[src/rtl/key_event_pkg.sv]
// Shared definitions for the key_event button event generator:
// FSM state encoding, counter widths and the ms tick divisor.
package key_event_pkg;

    typedef enum logic [1:0] {
        ST_IDLE   = 2'd0,
        ST_HOLD   = 2'd1,
        ST_REPEAT = 2'd2
    } state_t;

    localparam int MS_CNT_W   = 16;
    localparam int TICK_CNT_W = 20;

    function automatic int tick_div(input int clk_fre);
        return clk_fre / 1000;
    endfunction

endpackage

[src/rtl/key_event_fsm.sv]
// Per-button event FSM: turns one normalised level plus the shared ms tick
// into registered press/release/short/long/repeat pulses and a held level.
module key_event_fsm
    import key_event_pkg::*;
#(
    parameter int LONG_MS = 1000,
    parameter int REP_MS  = 200
) (
    input  logic clk,
    input  logic rst,
    input  logic p,
    input  logic p_d,
    input  logic armed,
    input  logic tick,
    output logic press_pulse,
    output logic release_pulse,
    output logic short_pulse,
    output logic long_pulse,
    output logic repeat_pulse,
    output logic held
);

    localparam logic [MS_CNT_W-1:0] LONG_LAST = MS_CNT_W'(LONG_MS - 1);
    localparam logic [MS_CNT_W-1:0] REP_LAST  = MS_CNT_W'(REP_MS - 1);

    state_t              state, state_nx;
    logic [MS_CNT_W-1:0] ms_cnt, ms_cnt_nx;
    logic                press_nx, release_nx, short_nx, long_nx, repeat_nx;
    logic                press_ev, release_ev;

    // armed blocks the fake press edge of a button that was held through reset
    assign press_ev   = p & ~p_d & armed;
    assign release_ev = ~p & p_d;

    always_comb begin
        state_nx   = state;
        ms_cnt_nx  = ms_cnt;
        press_nx   = 1'b0;
        release_nx = 1'b0;
        short_nx   = 1'b0;
        long_nx    = 1'b0;
        repeat_nx  = 1'b0;
        case (state)
            ST_IDLE: begin
                if (press_ev) begin
                    state_nx  = ST_HOLD;
                    ms_cnt_nx = '0;
                    press_nx  = 1'b1;
                end
            end
            ST_HOLD: begin
                if (release_ev) begin
                    state_nx   = ST_IDLE;
                    release_nx = 1'b1;
                    short_nx   = 1'b1;
                end else if (tick) begin
                    if (ms_cnt == LONG_LAST) begin
                        state_nx  = ST_REPEAT;
                        ms_cnt_nx = '0;
                        long_nx   = 1'b1;
                    end else begin
                        ms_cnt_nx = ms_cnt + 16'd1;
                    end
                end
            end
            ST_REPEAT: begin
                if (release_ev) begin
                    state_nx   = ST_IDLE;
                    release_nx = 1'b1;
                end else if (tick) begin
                    if (ms_cnt == REP_LAST) begin
                        ms_cnt_nx = '0;
                        repeat_nx = 1'b1;
                    end else begin
                        ms_cnt_nx = ms_cnt + 16'd1;
                    end
                end
            end
            default: state_nx = ST_IDLE;
        endcase
    end

    always_ff @(posedge clk) begin
        if (rst) begin
            state         <= ST_IDLE;
            ms_cnt        <= '0;
            press_pulse   <= 1'b0;
            release_pulse <= 1'b0;
            short_pulse   <= 1'b0;
            long_pulse    <= 1'b0;
            repeat_pulse  <= 1'b0;
        end else begin
            state         <= state_nx;
            ms_cnt        <= ms_cnt_nx;
            press_pulse   <= press_nx;
            release_pulse <= release_nx;
            short_pulse   <= short_nx;
            long_pulse    <= long_nx;
            repeat_pulse  <= repeat_nx;
        end
    end

    assign held = (state != ST_IDLE);

endmodule

[src/rtl/key_event.sv]
// Button event generator top: normalises polarity, keeps the previous level,
// derives the shared 1 ms tick and runs one event FSM per button.
module key_event
    import key_event_pkg::*;
#(
    parameter int BT_WIDTH   = 8,
    parameter int CLK_FRE    = 50_000_000,
    parameter int ACTIVE_LOW = 1,
    parameter int LONG_MS    = 1000,
    parameter int REP_MS     = 200
) (
    input  logic                clk,
    input  logic                rst,
    input  logic [BT_WIDTH-1:0] btn_in,
    output logic [BT_WIDTH-1:0] press_pulse,
    output logic [BT_WIDTH-1:0] release_pulse,
    output logic [BT_WIDTH-1:0] short_pulse,
    output logic [BT_WIDTH-1:0] long_pulse,
    output logic [BT_WIDTH-1:0] repeat_pulse,
    output logic [BT_WIDTH-1:0] held
);

    localparam int                    TICK_DIV  = tick_div(CLK_FRE);
    localparam logic [TICK_CNT_W-1:0] TICK_LAST = TICK_CNT_W'(TICK_DIV - 1);
    localparam logic                  POL       = (ACTIVE_LOW != 0);

    logic [BT_WIDTH-1:0]   p, p_d, armed;
    logic [TICK_CNT_W-1:0] tick_cnt;
    logic                  tick;

    assign p = btn_in ^ {BT_WIDTH{POL}};

    always_ff @(posedge clk) begin
        if (rst) begin
            tick_cnt <= '0;
            tick     <= 1'b0;
        end else if (tick_cnt == TICK_LAST) begin
            tick_cnt <= '0;
            tick     <= 1'b1;
        end else begin
            tick_cnt <= tick_cnt + 20'd1;
            tick     <= 1'b0;
        end
    end

    // A button only becomes armed once it has been seen released, so a
    // button held through reset cannot fire a press until re-pressed.
    always_ff @(posedge clk) begin
        if (rst) begin
            p_d   <= '0;
            armed <= ~p;
        end else begin
            p_d   <= p;
            armed <= armed | ~p;
        end
    end

    for (genvar i = 0; i < BT_WIDTH; i++) begin : g_btn
        key_event_fsm #(
            .LONG_MS (LONG_MS),
            .REP_MS  (REP_MS)
        ) u_fsm (
            .clk           (clk),
            .rst           (rst),
            .p             (p[i]),
            .p_d           (p_d[i]),
            .armed         (armed[i]),
            .tick          (tick),
            .press_pulse   (press_pulse[i]),
            .release_pulse (release_pulse[i]),
            .short_pulse   (short_pulse[i]),
            .long_pulse    (long_pulse[i]),
            .repeat_pulse  (repeat_pulse[i]),
            .held          (held[i])
        );
    end

endmodule

[config.mk]
export PLATFORM = sky130hd
export DESIGN_NAME = key_event
export DESIGN_NICKNAME = d
export VERILOG_FILES = /design/src/rtl/key_event_pkg.sv /design/src/rtl/key_event_fsm.sv /design/src/rtl/key_event.sv
export SDC_FILE = /design/constraint.sdc
export NUM_CORES = 1
export LEC_CHECK = 0
export BUFFER_PORTS_ARGS = -buffer_cell sky130_fd_sc_hd__buf_2
export CAP_MARGIN = 20
export CORE_MARGIN = 5
export CORE_UTILIZATION = 36
export DETAILED_ROUTE_END_ITERATION = 10
export GPL_ROUTABILITY_DRIVEN = 0
export REMOVE_ABC_BUFFERS = 1
export SLEW_MARGIN = 20
export SYNTH_ARGS = -nofsm -noshare
export SYNTH_HDL_FRONTEND = slang
export SYNTH_SLANG_ARGS = --single-unit
[constraint.sdc]
create_clock -name clk -period 5.7 [get_ports clk]
set_clock_uncertainty 0.15 [all_clocks]
set_input_delay 1.14 -clock clk [delete_from_list [all_inputs] [get_ports clk]]
set_output_delay 1.14 -clock clk [all_outputs]
set_load 0.02 [all_outputs]
==> flow_summary.html, run 1 <==
<table>
<tr><th>Metric</th><th>Value</th></tr>
<tr><th colspan="2">Final layout</th></tr>
<tr><td>Share of layout cells above drive strength 1</td><td>11.4%</td></tr>
<tr><td>Register bank with the most flops</td><td>g_btn.u_fsm.ms_cnt</td></tr>
<tr><td>Final standard cell count with taps included and fillers excluded</td><td>1672</td></tr>
<tr><td>Final core utilization</td><td>40.0%</td></tr>
<tr><td>Post-synthesis to final-layout area growth</td><td>10.0%</td></tr>
<tr><td>Final #Nets</td><td>about 1.3k</td></tr>
<tr><td>Largest registers</td><td>g_btn.u_fsm.ms_cnt x128, tick_cnt x20, g_btn.u_fsm.state x16</td></tr>
<tr><td>Area used by multi-input combinational logic</td><td>0.00593 mm²</td></tr>
<tr><td>Antenna Diode Count</td><td>0</td></tr>
<tr><td>Max FFs per register</td><td>128</td></tr>
<tr><td>Register Area</td><td>about 0.0044 mm²</td></tr>
<tr><td>Count of filler cells inserted in the layout</td><td>slightly above 3k</td></tr>
<tr><td>Non-Filler Cell Area, Final</td><td>roughly 0.012 mm²</td></tr>
<tr><th colspan="2">Logic synthesis</th></tr>
<tr><td>Number of register bits inferred by synthesis</td><td>around 220</td></tr>
<tr><td>Combinational family with the most area after synthesis</td><td>simple AND/OR/NAND/NOR gates</td></tr>
<tr><td>Area share of the leading cell type in the synthesized netlist</td><td>40.0%</td></tr>
<tr><td>Cell area after synthesis</td><td>0.0111 mm²</td></tr>
<tr><td>Gate Count Post-Synth</td><td>1256</td></tr>
<tr><td>Cell type with the highest aggregate area in the netlist</td><td>sky130_fd_sc_hd__dfxtp_1</td></tr>
<tr><td>Basic-gate share of the synthesized area counting and, or, nand and nor cells</td><td>28.8%</td></tr>
<tr><td>Leading cell types by count after synthesis</td><td>sky130_fd_sc_hd__dfxtp_1 (221), sky130_fd_sc_hd__nor2_1 (156), sky130_fd_sc_hd__nand2_1 (89)</td></tr>
<tr><td>Post-synth EDFFs</td><td>0</td></tr>
<tr><td>Distinct cell type count after synthesis</td><td>72</td></tr>
<tr><td>Multiplexer area fraction after synthesis</td><td>0.362%</td></tr>
<tr><td>Arithmetic-cell share of the synthesized area counting full adders, half adders and majority gates</td><td>under 10%</td></tr>
<tr><td>Proportion of synthesized flip-flops having asynchronous set or reset</td><td>0%</td></tr>
<tr><td>Xor/xnor cell area share of the yosys netlist</td><td>9.82%</td></tr>
<tr><td>Most repeated cell in the gate-level netlist after synthesis</td><td>sky130_fd_sc_hd__dfxtp_1</td></tr>
<tr><td>Predominant post-synthesis flop cell</td><td>sky130_fd_sc_hd__dfxtp_1</td></tr>
<tr><td>Synth Area in Compound Gates</td><td>9.90%</td></tr>
<tr><td>Average instance area after synthesis</td><td>between 8 and 9 µm²</td></tr>
<tr><td>Fraction of the yosys area taken by sequential cells</td><td>40.0%</td></tr>
<tr><td>Synth warnings</td><td>0</td></tr>
<tr><td>Area contributors post-synth</td><td>sky130_fd_sc_hd__dfxtp_1 (40%), sky130_fd_sc_hd__xor2_1 (5.9%), sky130_fd_sc_hd__nor2_1 (5.3%), sky130_fd_sc_hd__ha_1 (4.8%), sky130_fd_sc_hd__xnor2_1 (3.9%)</td></tr>
<tr><th colspan="2">STA</th></tr>
<tr><td>Hold Fails Final Rpt</td><td>0</td></tr>
<tr><td>Slack of the critical path</td><td>approximately 2.6 ns</td></tr>
<tr><td>Setup TNS Final</td><td>0 ns</td></tr>
<tr><td>Final setup violation count</td><td>0</td></tr>
<tr><td>Highest clock frequency the design can meet</td><td>0.320 GHz</td></tr>
<tr><td>RSZ-0062 raised after global routing</td><td>no</td></tr>
<tr><td>Final number of max-transition violations</td><td>0</td></tr>
<tr><td>Worst-case hold slack</td><td>0.293 ns</td></tr>
<tr><td>Share of the clock period used by the worst path</td><td>54.8%</td></tr>
<tr><td>Slew HR</td><td>35.5%</td></tr>
<tr><td>Time the worst path needs with I/O delays and setup</td><td>3.12 ns</td></tr>
<tr><td>Transition time at the pin with the least slew margin</td><td>slightly below 1 ns</td></tr>
<tr><th colspan="2">Clock tree</th></tr>
<tr><td>CTS tree</td><td>yes</td></tr>
<tr><td>Number of buffers created by CTS</td><td>26</td></tr>
<tr><td>Post-cts sizing count</td><td>0</td></tr>
<tr><td>Largest buffer count on any clock path</td><td>3</td></tr>
<tr><td>Hold_buf cts</td><td>0</td></tr>
<tr><td>Insertion delay of the later-clocked pin in the worst-skew pair</td><td>between 0.5 and 0.6 ns</td></tr>
<tr><td>Post-CTS Repair Setup Buffers</td><td>0</td></tr>
<tr><td>Number of levels the H-tree was split into</td><td>1</td></tr>
<tr><td>CTS clk-pin slew, worst paths</td><td>0.06 ns</td></tr>
<tr><td>Total clock sinks</td><td>221</td></tr>
<tr><td>Clock root buffer</td><td>sky130_fd_sc_hd__clkbuf_16</td></tr>
<tr><th colspan="2">Floorplanning</th></tr>
<tr><td>Number of primary I/O pins</td><td>58</td></tr>
<tr><td>Total Die Area</td><td>0.0343 mm²</td></tr>
<tr><td>Placement row count</td><td>64</td></tr>
<tr><td>Die Height</td><td>185 µm</td></tr>
<tr><td>Std-Cell Core Area</td><td>0.0304 mm²</td></tr>
<tr><td>Initial core utilization</td><td>a little over a third</td></tr>
<tr><td>Die span in x</td><td>185 µm</td></tr>
<tr><th colspan="2">Critical path</th></tr>
<tr><td>Maximum single-stage delay on the critical path</td><td>0.84 ns</td></tr>
<tr><td>Slowest-stage cell, CP</td><td>sky130_fd_sc_hd__a221oi_2</td></tr>
<tr><td>Worst setup path category</td><td>in2reg</td></tr>
<tr><td>Critical path peak fanout</td><td>14</td></tr>
<tr><td>Data arrival time at the worst-slack endpoint</td><td>3.42 ns</td></tr>
<tr><td>Crit path max-delay family</td><td>simple AND/OR/NAND/NOR gates</td></tr>
<tr><td>Crit-path cells</td><td>buf_2 &gt; or3b_2 &gt; a221oi_2 &gt; nand3_1 &gt; or3_1 &gt; a21oi_1</td></tr>
<tr><td>Critical path endpoint category</td><td>flip-flop</td></tr>
<tr><td>Worst path bufs/invs</td><td>1</td></tr>
<tr><td>Startpoint type of the worst setup path</td><td>input port</td></tr>
<tr><td>Required @ worst endpoint</td><td>6.00 ns</td></tr>
<tr><th colspan="2">Pwr</th></tr>
<tr><td>Static Leakage</td><td>4.42 nW</td></tr>
<tr><td>Total power of the final layout</td><td>3.67 mW</td></tr>
<tr><td>Maximum VDD drop</td><td>0.234 mV</td></tr>
<tr><td>Pwr/cell area</td><td>302 mW/mm²</td></tr>
<tr><th colspan="2">Job</th></tr>
<tr><td>Max-cap check violation count</td><td>0</td></tr>
<tr><th colspan="2">Global route</th></tr>
<tr><td>Wire length of the first global-routing pass</td><td>41.0 mm</td></tr>
<tr><td>Gr usage total</td><td>13.9%</td></tr>
<tr><td>Via count of the first global-routing pass</td><td>around 8.3k</td></tr>
<tr><td>GRT overflow</td><td>0</td></tr>
<tr><td>Antenna violations before repair</td><td>0</td></tr>
<tr><td>Maximum number of pins on one net before global-route repair</td><td>49</td></tr>
<tr><th colspan="2">Worst hold path</th></tr>
<tr><td>Path category of the worst min-delay check</td><td>reg2reg</td></tr>
<tr><th colspan="2">Placement</th></tr>
<tr><td>Minimum setup slack after placement</td><td>2.08 ns</td></tr>
<tr><td>Cell Count Post-Placement</td><td>1628</td></tr>
<tr><td>Port Buf Inserts</td><td>57</td></tr>
<tr><td>Total cell area at the placement stage</td><td>0.0113 mm²</td></tr>
<tr><td>Half-perimeter wire length of the detailed placement result</td><td>16.6 mm</td></tr>
<tr><th colspan="2">Routing</th></tr>
<tr><td>Drc violations</td><td>0</td></tr>
<tr><td>Routed wire per std cell</td><td>between 10 and 15 µm</td></tr>
<tr><td>First-pass iteration count of the detailed router</td><td>4</td></tr>
<tr><td>Via-to-Cell Ratio</td><td>5.23</td></tr>
<tr><td>DRC violation total after the first TritonRoute iteration</td><td>approximately 470</td></tr>
<tr><td>Antenna-violating nets left</td><td>0</td></tr>
<tr><td>Vias post-DR</td><td>between 8k and 9k</td></tr>
<tr><td>Wire length reported by the detailed router</td><td>between 20 and 25 mm</td></tr>
<tr><th colspan="2">Outcome</th></tr>
<tr><td>Outcome</td><td>completed</td></tr>
</table>
==> path summary, 6_finish.rpt <==
kind,from,endpoint,slack [ns],cells after the start
setup / recovery,btn_in[2],g_btn[2].u_fsm.ms_cnt[15],2.58,6
setup reg to reg,g_btn[2].u_fsm.state[0],g_btn[2].u_fsm.ms_cnt[15],2.74,7
hold / removal,armed[4],armed[4],0.29,1
hold reg to reg,armed[4],armed[4],0.29,1
==> power by group <==
group	switching, mW	total (mW)	leakage, nW	internal, mW
Clock	0.639	1.58	0.400	0.942
Combinational	0.317	0.473	2.23	0.156
Sequential	0.0322	1.62	1.79	1.58
==> placed cells by master, fill, tap and decap left out, types with 15 or more instances in the layout <==
cell	count
sky130_fd_sc_hd__a211oi_1	22
sky130_fd_sc_hd__a21oi_1	26
sky130_fd_sc_hd__and2_1	15
sky130_fd_sc_hd__and3_1	33
sky130_fd_sc_hd__and4_1	23
sky130_fd_sc_hd__buf_2	56
sky130_fd_sc_hd__clkbuf_16	26
sky130_fd_sc_hd__dfxtp_1	221
sky130_fd_sc_hd__ha_1	42
sky130_fd_sc_hd__inv_1	39
sky130_fd_sc_hd__nand2_1	89
sky130_fd_sc_hd__nand3_1	77
sky130_fd_sc_hd__nand4_1	54
sky130_fd_sc_hd__nor2_1	156
sky130_fd_sc_hd__nor3_1	47
sky130_fd_sc_hd__nor4_1	22
sky130_fd_sc_hd__xnor2_1	49
sky130_fd_sc_hd__xor2_1	75
==> per-layer routing <==
| metal | routed length (µm) | share of wire (%) | global-route usage, % |
|---|---|---|---|
| met4 | 463 | 1.9 | 3.08 |
| met5 | 0 | 0 | 0 |
| met1 | 12100 | 50 | 19.5 |
| met2 | 10800 | 44 | 22.6 |
| met3 | 1010 | 4.1 | 2.45 |
==> cell families (layout without fill, tap and decap cells) <==
group	Yosys count	after routing
adders and majority gates	42	42
AOI/OAI and AO/OA	140	140
buffers and inverters	128	148
and+or+nand+nor	597	597
DFF	221	221
muxes	4	4
xor gates and xnor gates	124	124
==> final cells by class <==
cell class / count / share of cell area (%)
clock buffer: 37 / 6.10
tap: 396 / 4.07
multi-input combinational: 907 / 48.8
inverter: 39 / 1.20
timing repair buffer: 66 / 2.90
sequential: 221 / 36.4
clock inverter: 6 / 0.545
(Power assumes the default switching activity.)
==> run 2, diff against run 1 <==
==> constraint.sdc (replaced) <==
create_clock -name clk -period 2.6 [get_ports clk]
set_clock_uncertainty 0.15 [all_clocks]
set_input_delay 0.52 -clock clk [delete_from_list [all_inputs] [get_ports clk]]
set_output_delay 0.52 -clock clk [all_outputs]
set_load 0.02 [all_outputs]
==> flow_summary.html, run 2 (synthesis gave the netlist of run 1 again) <==
<table>
<tr><th>Metric</th><th>Value</th></tr>
<tr><th colspan="2">Final layout</th></tr>
<tr><td>Largest registers</td><td>g_btn.u_fsm.ms_cnt x128, tick_cnt x20, g_btn.u_fsm.state x16</td></tr>
<tr><td>Final standard cell count with taps included and fillers excluded</td><td>1712</td></tr>
<tr><td>Final #Nets</td><td>1349</td></tr>
<tr><td>Commonest non-fill, non-tap cell in the layout</td><td>sky130_fd_sc_hd__dfxtp_1</td></tr>
<tr><td>Max FFs per register</td><td>128</td></tr>
<tr><td>Share of layout cells above drive strength 1</td><td>14.3%</td></tr>
<tr><td>Most frequent cells in the layout</td><td>sky130_fd_sc_hd__dfxtp_1 (220), sky130_fd_sc_hd__nor2_1 (156), sky130_fd_sc_hd__nand2_1 (89), sky130_fd_sc_hd__nand3_1 (77), sky130_fd_sc_hd__xor2_1 (75)</td></tr>
<tr><td>Post-synthesis to final-layout area growth</td><td>13.3%</td></tr>
<tr><td>Register bank with the most flops</td><td>g_btn.u_fsm.ms_cnt</td></tr>
<tr><th colspan="2">Critical path</th></tr>
<tr><td>Required @ worst endpoint</td><td>2.84 ns</td></tr>
<tr><td>Critical path startpoint</td><td>g_btn[5].u_fsm.ms_cnt[12]</td></tr>
<tr><td>Worst reg2reg path startpoint</td><td>g_btn[5].u_fsm.ms_cnt[12]</td></tr>
<tr><td>Data arrival time at the worst-slack endpoint</td><td>2.70 ns</td></tr>
<tr><td>Startpoint type of the worst setup path</td><td>flip-flop</td></tr>
<tr><td>Worst setup path category</td><td>reg2reg</td></tr>
<tr><td>Critical path endpoint category</td><td>flip-flop</td></tr>
<tr><td>Critical path peak fanout</td><td>13</td></tr>
<tr><th colspan="2">Routing</th></tr>
<tr><td>Routed wire per std cell</td><td>about 14 µm</td></tr>
<tr><td>Drc violations</td><td>0</td></tr>
<tr><td>Antenna-violating nets left</td><td>0</td></tr>
<tr><td>Vias post-DR</td><td>8814</td></tr>
<tr><td>First-pass iteration count of the detailed router</td><td>5</td></tr>
<tr><td>DRC violation total after the first TritonRoute iteration</td><td>514</td></tr>
<tr><td>Via-to-Cell Ratio</td><td>5.15</td></tr>
<tr><td>Wire length reported by the detailed router</td><td>24.6 mm</td></tr>
<tr><th colspan="2">Pwr</th></tr>
<tr><td>Sequential share of power</td><td>43.0%</td></tr>
<tr><td>Maximum VDD drop</td><td>roughly 0.51 mV</td></tr>
<tr><td>Static Leakage</td><td>4.64 nW</td></tr>
<tr><td>Switching Power</td><td>2.20 mW</td></tr>
<tr><td>Sw frac</td><td>26.7%</td></tr>
<tr><td>Clk pwr share</td><td>43.4%</td></tr>
<tr><td>Logic pwr share</td><td>13.6%</td></tr>
<tr><td>Int Power</td><td>around 6 mW</td></tr>
<tr><td>Pwr/cell area</td><td>658 mW/mm²</td></tr>
<tr><th colspan="2">Floorplanning</th></tr>
<tr><td>Total Die Area</td><td>around 0.034 mm²</td></tr>
<tr><td>Placement row count</td><td>64</td></tr>
<tr><td>Initial core utilization</td><td>36.3%</td></tr>
<tr><td>Number of primary I/O pins</td><td>58</td></tr>
<tr><td>Die span in x</td><td>185 µm</td></tr>
<tr><td>Die Height</td><td>185 µm</td></tr>
<tr><td>Std-Cell Core Area</td><td>0.0304 mm²</td></tr>
<tr><th colspan="2">Outcome</th></tr>
<tr><td>Outcome</td><td>completed</td></tr>
<tr><th colspan="2">Job</th></tr>
<tr><td>Max-cap check violation count</td><td>0</td></tr>
<tr><th colspan="2">Global route</th></tr>
<tr><td>Met3 track demand over resource</td><td>2.93%</td></tr>
<tr><td>Global routing usage on met1</td><td>a little under a fifth</td></tr>
<tr><td>Via count of the first global-routing pass</td><td>8352</td></tr>
<tr><td>Wire length of the first global-routing pass</td><td>41.2 mm</td></tr>
<tr><td>Antenna violations before repair</td><td>1</td></tr>
<tr><td>Maximum number of pins on one net before global-route repair</td><td>75</td></tr>
<tr><td>GRT overflow</td><td>0</td></tr>
<tr><td>Gr usage total</td><td>about 14%</td></tr>
<tr><td>Grt peak-use layer</td><td>met2</td></tr>
<tr><td>GR Util met2</td><td>a little under a quarter</td></tr>
<tr><th colspan="2">STA</th></tr>
<tr><td>Slew HR</td><td>between 50% and 60%</td></tr>
<tr><td>Worst-case hold slack</td><td>0.0507 ns</td></tr>
<tr><td>Highest clock frequency the design can meet</td><td>0.406 GHz</td></tr>
<tr><td>Setup TNS Final</td><td>0 ns</td></tr>
<tr><td>Final setup violation count</td><td>0</td></tr>
<tr><td>Hold Fails Final Rpt</td><td>0</td></tr>
<tr><td>Final number of max-transition violations</td><td>0</td></tr>
<tr><td>Time the worst path needs with I/O delays and setup</td><td>around 2.5 ns</td></tr>
<tr><td>Transition time at the pin with the least slew margin</td><td>0.607 ns</td></tr>
<tr><td>Share of the clock period used by the worst path</td><td>roughly 95%</td></tr>
<tr><td>RSZ-0062 raised after global routing</td><td>yes</td></tr>
<tr><th colspan="2">Clock tree</th></tr>
<tr><td>Insertion delay of the later-clocked pin in the worst-skew pair</td><td>0.53 ns</td></tr>
<tr><td>Number of buffers created by CTS</td><td>26</td></tr>
<tr><td>Clock root buffer</td><td>sky130_fd_sc_hd__clkbuf_16</td></tr>
<tr><td>CTS tree</td><td>yes</td></tr>
<tr><td>Total clock sinks</td><td>221</td></tr>
<tr><td>CTS clk-pin slew, worst paths</td><td>around 0.050 ns</td></tr>
<tr><td>Largest buffer count on any clock path</td><td>3</td></tr>
<tr><td>Hold_buf cts</td><td>0</td></tr>
<tr><td>Post-CTS Repair Setup Buffers</td><td>0</td></tr>
<tr><td>Number of levels the H-tree was split into</td><td>1</td></tr>
<tr><th colspan="2">Worst hold path</th></tr>
<tr><td>Worst min-delay path startpoint</td><td>btn_in[3]</td></tr>
<tr><td>Path category of the worst min-delay check</td><td>in2reg</td></tr>
<tr><th colspan="2">Placement</th></tr>
<tr><td>Cell Count Post-Placement</td><td>1665</td></tr>
<tr><td>Port Buf Inserts</td><td>57</td></tr>
<tr><td>Half-perimeter wire length of the detailed placement result</td><td>17.1 mm</td></tr>
</table>
[run 2: cell types whose count changed in the layout (fill, tap and decap cells not counted), sizes merged]
cell / previous run / this run
clkinv: 5 / 7
diode: 0 / 1
buf: 65 / 102
[run 2: worst max-delay path, cell delays in order (launching register included)]
cell,delay (ns)
sky130_fd_sc_hd__dfxtp_1,0.32
sky130_fd_sc_hd__or4_1,0.59
sky130_fd_sc_hd__or4_4,0.57
sky130_fd_sc_hd__o2bb2ai_2,0.20
sky130_fd_sc_hd__a21oi_4,0.40
sky130_fd_sc_hd__nor3_1,0.10
[run 2: final timing paths]
check / cells after the start / endpoint / slack, ns
hold reg to reg: 1 / armed[4] / 0.30
setup / recovery: 5 / g_btn[5].u_fsm.ms_cnt[5] / 0.14
setup reg to reg: 5 / g_btn[5].u_fsm.ms_cnt[5] / 0.14
hold / removal: 2 / p_d[3] / 0.05
[run 2: per-stage QoR]
stage                     power (mW)  setup slack [ns]  instance area, µm²  utilization [%]
after floorplan                 4.33            -0.126               10500                -
after global placement          4.72             0.148               11700             38.3
after detailed placement        4.74             0.109               11700             38.3
after CTS                       8.38            0.0542               12500             41.1
after global routing            8.65         -0.000230               12500             41.2
final                           8.24             0.140               12500             41.2
[run 2: power by group through the flow]
stage	clock, mW	combinational, mW	sequential (mW)
after detailed placement	0	1.12	3.62
after CTS	3.70	1.13	3.54
final	3.58	1.12	3.54
after floorplan	0	0.714	3.62
after global placement	0	1.11	3.61
after global routing	3.84	1.25	3.55
[run 2: layout make-up]
class | instances | area, µm²
multi-input combinational | 907 | 5940
antenna | 1 | 2.50
tap | 396 | 495
timing repair buffer | 102 | 663
inverter | 39 | 146
fill | 3038 | 17900
clock buffer | 38 | 776
clock inverter | 8 | 80.1
sequential | 221 | 4430
[run 2: metal layers]
layer	up-vias	part of all wire (%)	wire length (µm)
met4	2	2.1	510
met5	-	0.053	13
li1	4513	-	-
met1	4133	48	11800
met3	40	4.3	1060
met2	126	45	11100
[run 2: what timing repair did]
action | in CTS | in global routing
endpoints found under the setup margin | 0 | 14
resized for setup | 0 | 3
endpoints found under the hold margin | 0 | 0
